[src/rtl/rect_motion_pkg.sv]
// Shared types and default geometry for the rectangle motion controller.
package rect_motion_pkg;

    typedef logic [11:0] pos_t;

    typedef enum logic [1:0] {
        FOLLOW = 2'd0,
        FALL   = 2'd1,
        BOUNCE = 2'd2,
        REST   = 2'd3
    } motion_state_e;

    localparam int DEF_H_RES  = 800;
    localparam int DEF_V_RES  = 600;
    localparam int DEF_RECT_W = 48;
    localparam int DEF_RECT_H = 64;

    // Unsigned add that pins at all-ones instead of wrapping.
    function automatic pos_t sat_add(input pos_t a, input pos_t b);
        logic [12:0] sum;
        sum = {1'b0, a} + {1'b0, b};
        return sum[12] ? 12'hFFF : sum[11:0];
    endfunction

endpackage

[src/rtl/rect_motion_ctl_edge_pulse.sv]
// One-register rising-edge detector: pulse is high for the cycle where d is
// high and its registered copy is still low.
module edge_pulse (
    input  logic clk,
    input  logic rst,
    input  logic d,
    output logic pulse
);

    logic d_q;

    always_ff @(posedge clk or negedge rst) begin
        if (!rst) d_q <= 1'b0;
        else      d_q <= d;
    end

    assign pulse = d & ~d_q;

endmodule

[src/rtl/rect_motion_ctl.sv]
// Per-frame motion controller for the image rectangle (follow / fall / bounce / rest).
// Bounce and damping are built only with RECT_MOTION_BOUNCE_EN defined; otherwise a floor hit rests.
module rect_motion_ctl
    import rect_motion_pkg::*;
#(
    parameter int H_RES        = DEF_H_RES,
    parameter int V_RES        = DEF_V_RES,
    parameter int RECT_W       = DEF_RECT_W,
    parameter int RECT_H       = DEF_RECT_H,
    parameter int G_ACC        = 1,
    parameter int BOUNCE_SHIFT = 1,
    parameter int V_MIN        = 2
) (
    input  logic        clk,
    input  logic        rst,
    input  logic        vsync,
    input  logic [11:0] mouse_xpos,
    input  logic [11:0] mouse_ypos,
    input  logic        left,
    output logic [11:0] xpos,
    output logic [11:0] ypos,
    output logic [1:0]  state
);

    localparam pos_t FLOOR = pos_t'(V_RES - RECT_H);
    localparam pos_t X_MAX = pos_t'(H_RES - RECT_W);
    localparam pos_t G_P   = pos_t'(G_ACC);

    logic tick;
    logic press;

    edge_pulse u_vsync_edge (
        .clk   (clk),
        .rst   (rst),
        .d     (vsync),
        .pulse (tick)
    );

    edge_pulse u_left_edge (
        .clk   (clk),
        .rst   (rst),
        .d     (left),
        .pulse (press)
    );

    motion_state_e state_q, state_d;
    pos_t          xpos_q, xpos_d;
    pos_t          ypos_q, ypos_d;
    pos_t          vel_q, vel_d;

    pos_t        fall_vel;
    logic [12:0] fall_sum;

`ifdef RECT_MOTION_BOUNCE_EN
    localparam pos_t V_MIN_P = pos_t'(V_MIN);
    pos_t damped_vel;
    pos_t rise_vel;
    assign damped_vel = fall_vel >> BOUNCE_SHIFT;
    assign rise_vel   = (vel_q > G_P) ? (vel_q - G_P) : '0;
`else
    logic cfg_unused;
    assign cfg_unused = (BOUNCE_SHIFT != 0) ^ (V_MIN != 0);
`endif

    // Falling step uses the already-accelerated velocity; 13 bits catch overflow.
    assign fall_vel = sat_add(vel_q, G_P);
    assign fall_sum = {1'b0, ypos_q} + {1'b0, fall_vel};

    always_ff @(posedge clk or negedge rst) begin
        if (!rst) begin
            state_q <= FOLLOW;
            xpos_q  <= '0;
            ypos_q  <= '0;
            vel_q   <= '0;
        end else begin
            state_q <= state_d;
            xpos_q  <= xpos_d;
            ypos_q  <= ypos_d;
            vel_q   <= vel_d;
        end
    end

    always_comb begin
        state_d = state_q;
        xpos_d  = xpos_q;
        ypos_d  = ypos_q;
        vel_d   = vel_q;
        case (state_q)
            FOLLOW: begin
                if (tick) begin
                    xpos_d = (mouse_xpos > X_MAX) ? X_MAX : mouse_xpos;
                    ypos_d = (mouse_ypos > FLOOR) ? FLOOR : mouse_ypos;
                end
                if (press) begin
                    vel_d   = '0;
                    state_d = FALL;
                end
            end
            FALL: begin
                if (tick) begin
                    if (fall_sum >= {1'b0, FLOOR}) begin
                        ypos_d = FLOOR;
`ifdef RECT_MOTION_BOUNCE_EN
                        if (damped_vel < V_MIN_P) begin
                            vel_d   = '0;
                            state_d = REST;
                        end else begin
                            vel_d   = damped_vel;
                            state_d = BOUNCE;
                        end
`else
                        vel_d   = '0;
                        state_d = REST;
`endif
                    end else begin
                        ypos_d = fall_sum[11:0];
                        vel_d  = fall_vel;
                    end
                end
            end
            BOUNCE: begin
`ifdef RECT_MOTION_BOUNCE_EN
                if (tick) begin
                    // Rising past the top edge ends the bounce at y=0.
                    if (ypos_q <= vel_q) begin
                        ypos_d  = '0;
                        vel_d   = '0;
                        state_d = FALL;
                    end else begin
                        ypos_d = ypos_q - vel_q;
                        vel_d  = rise_vel;
                        if (rise_vel == '0) state_d = FALL;
                    end
                end
`else
                state_d = FALL;
`endif
            end
            REST: begin
                if (press) state_d = FOLLOW;
            end
            default: state_d = FOLLOW;
        endcase
    end

    assign xpos  = xpos_q;
    assign ypos  = ypos_q;
    assign state = state_q;

endmodule
[config.mk]
export PLATFORM = sky130hd
export DESIGN_NAME = rect_motion_ctl
export DESIGN_NICKNAME = d
export VERILOG_FILES = /design/src/rtl/rect_motion_pkg.sv /design/src/rtl/rect_motion_ctl_edge_pulse.sv /design/src/rtl/rect_motion_ctl.sv
export SDC_FILE = /design/constraint.sdc
export NUM_CORES = 1
export LEC_CHECK = 0
export ABC_AREA = 0
export CAP_MARGIN = 20
export CORE_MARGIN = 3
export CORE_UTILIZATION = 34
export CTS_CLUSTER_SIZE = 28
export DETAILED_ROUTE_END_ITERATION = 6
export PLACE_DENSITY = 0.62
export SETUP_SLACK_MARGIN = 0.05
export SLEW_MARGIN = 25
export SYNTH_ARGS = -nofsm -noshare
export SYNTH_HDL_FRONTEND = slang
export SYNTH_SLANG_ARGS = --single-unit
[constraint.sdc]
create_clock -name clk -period 4.6 [get_ports clk]
set_input_delay 0.92 -clock clk [delete_from_list [all_inputs] [get_ports clk]]
set_output_delay 0.92 -clock clk [all_outputs]
set_load 0.02 [all_outputs]
# Word-level counts from Yosys, hierarchy flattened

Cells that the tools add are included.

Register bits: 40
Bits in latches: 0
RAM bits: 0
ROM bits: 0
Output and inout bits: 26
Logic and storage cells: 45
Memories kept: 0

$add $sub $neg: 2
Multiply operators: 0
Div/mod/pow operators: 0
Magnitude comparators: 3
Eq/ne operators: 8
Shifts and indexed selects: 0
Mux-type cells: 16
Bitwise operators: 4
Reduce and logical (&&, ||, !) cells: 6

Operator list:

| kind                                                                     | number |
|---|---|
| 12-bit two-way mux                                                       | 9 |
| 12-bit one-hot mux with 2 select lines                                   | 2 |
| 12-bit by 10-bit > comparator with 1-bit output (second input constant)  | 2 |
| 12-bit by 1-bit adder with 13-bit output (second input constant)         | 1 |
| 12-bit by 12-bit adder with 13-bit output                                | 1 |
| 13-bit by 10-bit >= comparator with 1-bit output (second input constant) | 1 |
| 2-bit != test (second input constant)                                    | 5 |
| 2-bit two-way mux                                                        | 4 |
| 2-bit one-hot mux with 4 select lines                                    | 1 |
| 3-bit AND reduction                                                      | 2 |
| 2-bit == test (second input constant)                                    | 2 |
| 4-bit AND reduction                                                      | 1 |
| 1-bit bitwise AND                                                        | 2 |
| 2-bit by 1-bit == test with 1-bit output (second input constant)         | 1 |
| 2-bit zero test                                                          | 1 |
| 1-bit NOT                                                                | 2 |
| 2-bit AND reduction                                                      | 1 |
| 2-bit nonzero test                                                       | 1 |

# Longest topological paths before layout

Gate-level depths: netlist of the first run.

Depth after elaboration: 7
Depth in mapped cells: 14
Mapped depth without buffers: 13

# Hierarchy

From an unflattened synthesis of the first run, not the netlist that was laid out.

Cell total of the unflattened synthesis: 264
Area total of the unflattened synthesis: 2517.4 um^2

Modules (own cells, without submodules):

| module          | times used | cells each | area each (um^2) | sequential area each (um^2) |
|---|---|---|---|---|
| rect_motion_ctl | 1          | 260        | 2439.8           | 950.9 |
| edge_pulse      | 2          | 2          | 38.8             | 25.0 |

# Least setup slack after synthesis of the first run

No wires, ideal clock.

Path kind: register to register
Start point: reg vel_q[8]
End point: reg state_q[1], in the netlist state[1]
Library setup time: 0.123 ns
Arrival time: 3.234 ns
Data required time: 4.477 ns
Slack: 1.244 ns
Cell stages (with the launch flop): 14
Buffers on the path: 1
Period minus slack after synthesis: 3.356 ns
Path through: dfrtp_1 > and3_1 > and3_1 > nand3_1 > nand2_1 > ha_1 > fa_1 > a21o_1 > nand4_1 > a21boi_1 > or4_4 > o211a_2 > buf_6 > o221a_2

Cells in the longest elaborated chain, start to end: 6

Ends and longest elaborated chain:

| item                                             | RTL line               | RTL |
|---|---|---|
| start: declaration                               | rect_motion_ctl.sv:49  | `pos_t vel_q, vel_d;` |
| start signal: assignment                         | rect_motion_ctl.sv:79  | `vel_q <= vel_d;` |
| 12-bit by 1-bit adder with 13-bit output         | rect_motion_pkg.sv:21  | `sum = {1'b0, a} + {1'b0, b};` |
| 12-bit two-way mux                               | rect_motion_pkg.sv:22  | `return sum[12] ? 12'hFFF : sum[11:0];` |
| 12-bit by 12-bit adder with 13-bit output        | rect_motion_ctl.sv:67  | `assign fall_sum = {1'b0, ypos_q} + {1'b0, fall_vel};` |
| 13-bit by 10-bit >= comparator with 1-bit output | rect_motion_ctl.sv:101 | `if (fall_sum >= {1'b0, FLOOR}) begin` |
| 2-bit != test (no source line)                   | -                      |  |
| 4-bit AND reduction (no source line)             | -                      |  |
| end signal: assignment                           | rect_motion_ctl.sv:76  | `state_q <= state_d;` |
| end: declaration                                 | rect_motion_ctl.sv:46  | `motion_state_e state_q, state_d;` |

Every way passes these cells.
A chain may end at the register's enable or synchronous reset.

# Worst setup path in the final report of the first run

Start point: reg vel_q[8]
End point: reg ypos_q[3], in the netlist ypos[3]

Cells in the longest elaborated chain, start to end: 7

Ends and longest elaborated chain:

| item                                             | RTL line               | RTL |
|---|---|---|
| 12-bit by 1-bit adder with 13-bit output *       | rect_motion_pkg.sv:21  |  |
| 12-bit two-way mux *                             | rect_motion_pkg.sv:22  |  |
| 12-bit by 12-bit adder with 13-bit output *      | rect_motion_ctl.sv:67  |  |
| 13-bit by 10-bit >= comparator with 1-bit output | rect_motion_ctl.sv:101 |  |
| 12-bit two-way mux *                             | rect_motion_ctl.sv:101 |  |
| 12-bit two-way mux *                             | rect_motion_ctl.sv:100 | `if (tick) begin` |
| 12-bit one-hot mux with 2 select lines *         | rect_motion_ctl.sv:88  | `case (state_q)` |
| end signal: assignment                           | rect_motion_ctl.sv:78  | `ypos_q <= ypos_d;` |
| end: declaration                                 | rect_motion_ctl.sv:48  | `pos_t ypos_q, ypos_d;` |

Mark *: on every way between the ends. The rest lies on a longest branch, timed or not. The select of a mux whose other input is x is not followed.

==> results of run 1 <==
-- cells in the final DEF, fill, tap and decap left out, types with 6 or more instances in the layout --
| master | count |
|---|---|
| xor2_1 | 8 |
| and3_1 | 12 |
| nand2_1 | 47 |
| ha_1 | 15 |
| nand3_1 | 9 |
| clkbuf_8 | 6 |
| o31ai_2 | 9 |
| clkdlybuf4s50_1 | 52 |
| o21ai_0 | 9 |
| dfrtp_1 | 40 |
| nor2_1 | 15 |
| xnor2_1 | 7 |
| a21oi_1 | 16 |
-- final timing paths --
path                           from       end  cells past startpoint
setup / recovery           vel_q[8]   ypos[3]                     12
hold / removal              xpos[8]   xpos[8]                      2
setup reg to reg           vel_q[8]   ypos[3]                     12
hold reg to reg             xpos[8]   xpos[8]                      2
max in group asynchronous       rst  vel_q[1]                      1
min in group asynchronous       rst   xpos[1]                      1
-- per-layer routing --
layer	up-vias	part of all wire [%]	wire length, µm
met5	-	0	0
met4	0	0.79	56
met2	48	48	3410
met3	4	3.4	241
met1	1152	48	3370
li1	1194	-	-
-- logic make-up after synthesis --
kind of cell	Yosys count	synth area share [%]
AO/OA/AOI/OAI	90	27.7
XOR/XNOR	15	4.69
adder cells (fa/ha/maj)	16	7.41
buffers and inverters	15	2.99
flip-flops	40	35.7
AND/OR/NAND/NOR	118	21.6
-- where the power goes --
group	total (mW)	internal [mW]	switching, mW
Combinational	1.04	0.456	0.586
Sequential	0.524	0.441	0.0828
Clock	0.308	0.178	0.130
Total	1.87	1.07	0.799
-- synthesized netlist by cell type, types with 7 or more instances --
library cell and n:
nand2_1 47, dfrtp_1 40, a21oi_1 16, ha_1 15, nor2_1 15, and3_1 12, nand3_1 9, o21ai_0 9
o31ai_2 9, clkbuf_1 8, xor2_1 8, xnor2_1 7
-- worst max-delay path, cell delays in order, from the launching register on --
cell and delay (ps):
dfrtp_1 420, and3_1 230, and3_1 210, nand3_1 300, nand2_1 140, ha_1 260, fa_1 450, a211oi_1 260
o21ai_0 160, a21oi_1 190, xor2_1 350, a41oi_4 460, o41a_1 540
-- cell type report --
cell class	count	area, µm²
clock inverters	2	38.8
repair buffers	54	533
flip-flops and latches	40	1000
multi-input cells	239	1720
well taps	102	128
inverters	2	7.51
fillers	778	4340
clock buffers	6	82.6
-- state kept, by name, summed over array words and instances (netlist names) --
name and cells:
ypos 12, u_vsync_edge.d_q 1, u_left_edge.d_q 1, xpos 12
vel_q 12, state 2
-- metrics by stage --
stage / cell area, µm² / utilization [%] / worst slack [ps] / power [mW] / std cells
floorplan: 2800 / - / 1240 / 1.26 / 294
global route: 3510 / 44.7 / 130 / 2.02 / 445
finish: 3510 / 44.7 / 492 / 1.87 / 445
detailed placement: 3390 / 43.2 / 531 / 1.57 / 437
global placement: 3390 / 43.2 / 561 / 1.56 / 437
CTS: 3510 / 44.7 / 499 / 1.89 / 445
==> run summary, run 1 <==
Post-DP HPWL: 5.23 mm
CP Launch Type: register
Maxcap violations: 0
Global-route wire length before repair: 12.2 mm
Initial Utilization: 35.7%
Post-synthesis average cell area: 9.54 µm²
Gpl congestion: 0.866
TritonCTS clock tree: done
Root buf cell: clkbuf_8
Measured slew at the worst slew-check pin: 989 ps
Clk Latency, worst-skew pair: 300 ps
Number of setup violations in the final report: 0
Kind of critical path: reg2reg
CP arrival: 4280 ps
Initial antenna violation count: 0
Gr busiest metal: met2
Total grt overflow: 0
Vias: 2398
Hold buffers post-CTS: 0
Largest area contributor in the netlist: dfrtp_1
H-tree levels: 2
Power Density: 534 nW/µm²
Die ar.: 9370 µm²
Worst Path Max Fanout: 19
Post-CTS sizing: 0
Netlist Area Pre-Place: 2800 µm²
Synth cell types: 59
Met3 usage: 2.74%
P_leak: 1.55 nW
Syn nets: 338
Top cell type's share of synthesized area: 35.7%
Min Hold Slack: 478 ps
Synthesized flop and latch total: 40
Post-synth ARST share: 100%
Vias in the first global route: 2325
Largest net degree at the start of global routing: 41
Die width: 96.8 µm
RSZ-0062 raised after global routing: false
Clock buffer depth: 2
Post-CTS setup buffers: 0
Setup TNS: 0 ps
Area grow syn2layout: 25.2%
Fraction of layout instances using a drive strength above 1: 10.8%
GRT Overall Usage: 15.6%
Critical Path RT: 4780 ps
Nets: 386
Met1 Use GR: 22.3%
Final Slew Violations: 0
Worst slew margin: 34.1%
CTS Sinks: 40
Final Hold Fails: 0
I/O Buffers: 53
DRC violations left: 0
Post-synthesis cell count: 294
Synth warnings: 0
Crit end category: register
Core ar.: 7850 µm²
Drt first pass iters: 4
Total CTS buffers: 5
Row count: 32
DRT iter0 DRCs: 122
Main synth FF type: dfrtp_1
# diodes: 0
Post-DRT Antenna Nets: 0
Status: finished, final reports clean
Final Skew: 9.06 ps
Post-Route WL: 7.08 mm
Hold/Removal Path Class: reg2reg
Crit share post-route: 89.3%
Sequential area share after synthesis: 35.7%
WL per Instance: 15.9 µm
Ports: 54
Worst-path clk slew: 90 ps
EDFF count, synth: 0
R2r setup slk: 490 ps
Worst vdd ir: 0.000236 V
Period minus WS final: 4110 ps
Vias/cell: 5.39
Max frequency: 0.243 GHz
Die Y: 96.8 µm
Met2 Use GR: 24.7%
Synth area leaders: dfrtp_1 36%, ha_1 6.7%, nand2_1 6.3%
(Power assumes the default switching activity.)
==> inputs of run 2 (changes only) <==
--- a/config.mk
+++ b/config.mk
@@ -7,13 +7,14 @@
 export LEC_CHECK = 0
 export ABC_AREA = 0
 export CAP_MARGIN = 20
+export CORE_ASPECT_RATIO = 0.8
 export CORE_MARGIN = 3
 export CORE_UTILIZATION = 34
 export CTS_CLUSTER_SIZE = 28
 export DETAILED_ROUTE_END_ITERATION = 6
+export GPL_ROUTABILITY_DRIVEN = 0
 export PLACE_DENSITY = 0.62
 export SETUP_SLACK_MARGIN = 0.05
-export SLEW_MARGIN = 25
 export SYNTH_ARGS = -nofsm -noshare
 export SYNTH_HDL_FRONTEND = slang
 export SYNTH_SLANG_ARGS = --single-unit
==> run 2 against run 1 <==
Against the previous run: final area fell by 0.29%; highest routed layer unchanged; register-to-register slack got worse by 60 ps; sequential share of layout area up 0.082 points; power shrank 0.12%; sequential power is essentially flat; critical path depth up 1; largest power group unchanged; combinational power hardly changed.
==> run summary, run 2 (synthesized netlist as in run 1, its figures left out) <==
Final Hold Fails: 0 (unchanged)
Most common cell after layout, fill and taps aside: clkdlybuf4s50_1
Post-DRT Antenna Nets: 0 (unchanged)
TritonCTS clock tree: done
Hold buffers post-CTS: 0 (unchanged)
Top delay family on crit path: compound AO/OA/AOI/OAI gates
Switching power: 0.813 mW (+1.7%)
Global-route wire length before repair: 11.9 mm (-2.6%)
DRT iter0 DRCs: 102 (-16%)
Total CTS buffers: 5 (unchanged)
Worst-path clk slew: 80 ps (about the same)
Gate power share: 56.4% (+0.8 points)
RR Endpoint: ypos[3]
Crit end category: register
CP Launch Type: register
I/O Buffers: 53 (unchanged)
Critical Path Slowest Stage Cell: o41a_1
Drt first pass iters: 4 (unchanged)
Die Y: 87.2 µm (-9.9%)
Area grow syn2layout: 24.8%
Final Slew Violations: 0 (unchanged)
Period minus WS final: 4170 ps (+61.9 ps)
Fill cells: 748 (-3.9%)
Min Hold Slack: 467 ps (-11.6 ps)
Measured slew at the worst slew-check pin: 1050 ps (+65.7 ps)
Post-CTS sizing: 0 (unchanged)
Status: finished, final reports clean
GRT Overall Usage: 16.1% (+0.45 points)
R2r worst-path depth: 13 (+1)
Vias in the first global route: 2323 (-0.086%)
Switching Share: 43.4% (+0.78 points)
Worst vdd ir: 0.000264 V (+12%)
Clock power frac: 15.4% (-1.0 points)
Initial antenna violation count: 0 (unchanged)
H-tree levels: 2 (unchanged)
Leading cell types in the layout, fill and taps excluded: 52 x clkdlybuf4s50_1, 47 x nand2_1, 40 x dfrtp_1, 16 x a21oi_1
Number of setup violations in the final report: 0 (unchanged)
# diodes: 0 (unchanged)
Max frequency: 0.240 GHz (-1.5%)
CP arrival: 4350 ps (+70 ps)
Row count: 28 (-13%)
WP buf/inv: 0 (unchanged)
Fraction of layout instances using a drive strength above 1: 10.5% (-0.29 points)
Worst slew margin: 29.7% (-4.4 points)
CP cell instances: ha_1 > nand2_1 > nor2_1 > nand3_1 > nand2_1 > ha_1 > fa_1 > a211oi_1 > o21ai_0 > a21oi_1 > xor2_1 > a41oi_4 > o41a_1
Post-DP HPWL: 5.31 mm (+1.6%)
Hold Path Depth: 2 (unchanged)
Vias/cell: 5.35 (-0.63%)
P_leak: 1.55 nW (-0.40%)
Worst Hold End: xpos[8]
Core ar.: 7710 µm² (-1.8%)
Critical Path RT: 4780 ps (about the same)
Clk Latency, worst-skew pair: 300 ps (about the same)
DRC violations left: 0 (unchanged)
Largest net degree at the start of global routing: 41 (unchanged)
Internal cell power: 1.06 mW (-1.5%)
Power Density: 535 nW/µm² (+0.17%)
RSZ-0062 raised after global routing: false
Reg2reg start: vel_q[0]
Nets: 386 (unchanged)
Initial Utilization: 36.4% (+0.65 points)
Die ar.: 9380 µm² (about the same)
Kind of critical path: reg2reg
Slowest cell delay on critical path: 540 ps (about the same)
Crit share post-route: 90.6% (+1.3 points)
CTS Sinks: 40 (unchanged)
Post-Route WL: 7.23 mm (+2.1%)
Die width: 108 µm (+11%)
Reg area: 1000 µm² (unchanged)
R2r setup slk: 430 ps (-60 ps)
Final core occ: 45.4% (+0.68 points)
WL per Instance: 16.1 µm (+1.4%)
Hold/Removal Path Class: reg2reg
Hold Startpoint: xpos[8]
Maxcap violations: 0 (unchanged)
Area occupied by multi-input gates: 1720 µm² (unchanged)
Worst Path Max Fanout: 19 (unchanged)
Root buf cell: clkbuf_8
Final Skew: 7.82 ps (-1.24 ps)
Ports: 54 (unchanged)
Setup TNS: 0 ps (unchanged)
Share of power burned in registers: 28.2% (+0.2 points)
Clock buffer depth: 2 (unchanged)
Vias: 2399 (+0.042%)
Post-CTS setup buffers: 0 (unchanged)
Total grt overflow: 0 (unchanged)
## run 2: cell counts in the layout (fill, tap and decap cells not counted)
No cell type changed its count.
## run 2: metal layers
layer,track usage (%),vias up,share of wire (%)
met5,0,-,0
met4,4.93,0,1.0
met3,2.67,4,4.2
met2,23.0,53,43
met1,24.6,1150,51
li1,-,1192,-
## run 2: tightest hold or removal path: cells and delay by family, from the launching register on
kind	cells	cell delay [ps]
DFF	1	340
and+or+nand+nor	2	100
## run 2: power groups by stage
stage	combinational (mW)	sequential (mW)	clock, mW
after floorplan	0.653	0.602	0
final	1.06	0.527	0.289
after CTS	1.05	0.524	0.299
after global routing	1.15	0.540	0.311
after detailed placement	1.05	0.529	0
after global placement	1.05	0.528	0
## run 2: worst max-delay path by stage
| stage | start | endpoint | slack [ps] | cells past startpoint |
|---|---|---|---|---|
| 6_report | vel_q[0] | ypos[3] | 430 | 13 |
| 5_1_grt | vel_q[0] | ypos[3] | 140 | 13 |
| 4_1_cts | vel_q[0] | ypos[3] | 470 | 13 |
| 3_5_place_dp | vel_q[0] | ypos[3] | 490 | 13 |
| 3_3_place_gp | vel_q[7] | ypos[3] | 500 | 12 |
| 2_1_floorplan | vel_q[8] | state[1] | 1240 | 13 |
## run 2: final cells by class
type / count / area share, %
Clock buffer: 6 / 2.07
Inverter: 2 / 0.215
Clock inverter: 2 / 1.00
Sequential cell: 40 / 28.6
Multi-Input combinational cell: 239 / 49.1
Timing Repair Buffer: 54 / 15.2
Tap cell: 105 / 3.75
## run 2: metrics by stage
step / worst slack [ps] / area [µm²] / instances / power, mW
after floorplan: 1240 / 2800 / 294 / 1.26
after global placement: 498 / 3390 / 440 / 1.57
after detailed placement: 487 / 3390 / 440 / 1.58
after CTS: 466 / 3500 / 448 / 1.88
after global routing: 140 / 3500 / 448 / 2.00
final: 430 / 3500 / 448 / 1.87
==> inputs of run 3 (changes only) <==
--- a/config.mk
+++ b/config.mk
@@ -13,7 +13,6 @@
 export CTS_CLUSTER_SIZE = 28
 export DETAILED_ROUTE_END_ITERATION = 6
 export GPL_ROUTABILITY_DRIVEN = 0
-export PLACE_DENSITY = 0.62
 export SETUP_SLACK_MARGIN = 0.05
 export SYNTH_ARGS = -nofsm -noshare
 export SYNTH_HDL_FRONTEND = slang
==> run 3 against run 2 <==
Against the previous run: sequential share of layout area decreased by 0.17 points; die area unchanged; global-route usage decreased by 0.24 points; worst hold slack improved by 1.6 ps; power increased by 2.3%; routed wire length decreased by 2.6%; sequential cell count unchanged; count of clock-buffer cells in the layout decreased by 1; core utilization increased by 0.28 points; setup slack improved by 25 ps; clock power increased by 18%; critical path type unchanged; largest cell class unchanged.
==> run summary, run 3 (synthesized netlist as in run 1, its figures left out) <==
Worst vdd ir: 0.000251 V (-5.1%)
CTS Sinks: 40 (unchanged)
Final Hold Fails: 0 (unchanged)
Maxcap violations: 0 (unchanged)
Die Y: 87.2 µm (unchanged)
Initial antenna violation count: 0 (unchanged)
DRT iter0 DRCs: 124 (+22%)
Clock buffer depth: 2 (unchanged)
Root buf cell: clkbuf_8
Clock power frac: 17.9% (+2.5 points)
Row count: 28 (unchanged)
DRC violations left: 0 (unchanged)
Status: finished, final reports clean
Post-Place Cell Area: 3390 µm² (unchanged)
Power, Total: 1.91 mW (+2.3%)
Largest net degree at the start of global routing: 41 (unchanged)
Total grt overflow: 0 (unchanged)
Slowest cell delay on critical path: 540 ps (about the same)
CP cell instances: ha_1 > nand2_1 > nor2_1 > nand3_1 > nand2b_1 > ha_1 > a211oi_4 > or4b_1 > a21oi_1 > nor4_2 > a41oi_4 > o41a_1
Most common cell after layout, fill and taps aside: clkdlybuf4s50_1
Post-DRT Antenna Nets: 0 (unchanged)
Crit end category: register
WP depth: 12 (-1)
Critical Path Slowest Stage Cell: o41a_1
Die width: 108 µm (unchanged)
Final instance area: 3520 µm² (+0.61%)
Number of setup violations in the final report: 0 (unchanged)
Final Skew: 2.65 ps (-5.17 ps)
Core ar.: 7710 µm² (unchanged)
Worst slew margin: 33.8% (+4.1 points)
Placed cell count: 440 (unchanged)
CP Launch Type: register
# diodes: 0 (unchanged)
H-tree levels: 2 (unchanged)
Fraction of layout instances using a drive strength above 1: 10.5% (+0.031 points)
Final Slew Violations: 0 (unchanged)
Internal cell power: 1.11 mW (+4.9%)
I/O Buffers: 53 (unchanged)
Share of power burned in registers: 27.2% (-1.0 points)
CP arrival: 4320 ps (-30 ps)
Hold/Removal Path Class: reg2reg
WL per Instance: 15.8 µm (-2.4%)
Top delay family on crit path: simple AND/OR/NAND/NOR gates
Nets: 386 (unchanged)
Gate power share: 54.9% (-1.5 points)
Power Density: 543 nW/µm² (+1.7%)
Final Non-Filler Cells: 447 (-0.22%)
Critical Path RT: 4780 ps (about the same)
Worst Path Max Fanout: 19 (unchanged)
Clk Latency, worst-skew pair: 290 ps (about the same)
Initial Utilization: 36.4% (unchanged)
Switching Share: 42.0% (-1.5 points)
Hold buffers post-CTS: 0 (unchanged)
WP buf/inv: 0 (unchanged)
RSZ-0062 raised after global routing: false
Switching power: 0.803 mW (-1.2%)
Vias in the first global route: 2303 (-0.86%)
Crit path top cell by count: ha_1
Die ar.: 9380 µm² (unchanged)
Worst setup margin: 455 ps (+24.8 ps)
Ports: 54 (unchanged)
Post-CTS setup buffers: 0 (unchanged)
Period minus WS final: 4140 ps (-24.8 ps)
GRT Overall Usage: 15.8% (-0.24 points)
Kind of critical path: reg2reg
Vias: 2377 (-0.92%)
P_leak: 1.56 nW (+0.58%)
Drt first pass iters: 4 (unchanged)
Vias/cell: 5.32 (-0.70%)
Post-place setup slack: 543 ps (+56.1 ps)
R2r worst-path depth: 12 (-1)
Hold Path Depth: 2 (unchanged)
Total CTS buffers: 5 (unchanged)
Setup TNS: 0 ps (unchanged)
Leading cell types in the layout, fill and taps excluded: 52 x clkdlybuf4s50_1, 47 x nand2_1, 40 x dfrtp_1, 16 x a21oi_1
Area grow syn2layout: 25.6%
Post-CTS sizing: 0 (unchanged)
Max frequency: 0.241 GHz (+0.60%)
Post-Route WL: 7.05 mm (-2.6%)
Global-route wire length before repair: 11.8 mm (-0.99%)
Worst-path clk slew: 80 ps (about the same)
TritonCTS clock tree: done
Measured slew at the worst slew-check pin: 993 ps (-61.7 ps)
Post-DP HPWL: 5.28 mm (-0.60%)
Crit share post-route: 90.1% (-0.54 points)
==> run 3: path summary, 6_finish.rpt <==
check	startpoint	to	slack [ps]
max in group asynchronous	rst	ypos[0]	3240
hold / removal	xpos[8]	xpos[8]	470
setup / recovery	vel_q[0]	ypos[3]	460
min in group asynchronous	rst	ypos[9]	770
setup reg to reg	vel_q[0]	ypos[3]	460
hold reg to reg	xpos[8]	xpos[8]	470
==> run 3: final cells by class <==
| type | count | area [µm²] |
|---|---|---|
| inverter | 2 | 7.51 |
| sequential | 40 | 1000 |
| tap | 105 | 131 |
| clock buffer | 5 | 68.8 |
| multi-input combinational | 239 | 1720 |
| timing repair buffer | 54 | 533 |
| clock inverter | 2 | 60.1 |
| fill | 757 | 4190 |
==> run 3: power by group through the flow <==
stage	logic [mW]	registers (mW)	clock network [mW]
after global routing	1.15	0.539	0.362
after CTS	1.05	0.523	0.349
after global placement	1.05	0.528	0
after floorplan	0.653	0.602	0
after detailed placement	1.04	0.528	0
final	1.05	0.520	0.342
==> run 3: stage by stage <==
stage,hold WS (ps),utilization [%]
3_3_place_gp,450,44.0
3_5_place_dp,455,44.0
4_1_cts,474,45.7
2_1_floorplan,465,-
5_1_grt,516,45.7
6_report,468,45.7
==> run 3: worst register-to-register path: cells and delay by family, from the launching register on <==
family          cells  cell delay (ps)
compound gates      4             1530
fa+ha+maj           2              490
flops               1              390
simple gates        6             1610
==> run 3: metal layers <==
layer | GRT usage [%] | vias up | part of all wire (%)
li1 | - | 1194 | -
met5 | 0 | - | 0
met2 | 23.1 | 41 | 44
met4 | 4.13 | 0 | 1.0
met3 | 2.82 | 5 | 3.4
met1 | 24.0 | 1137 | 52
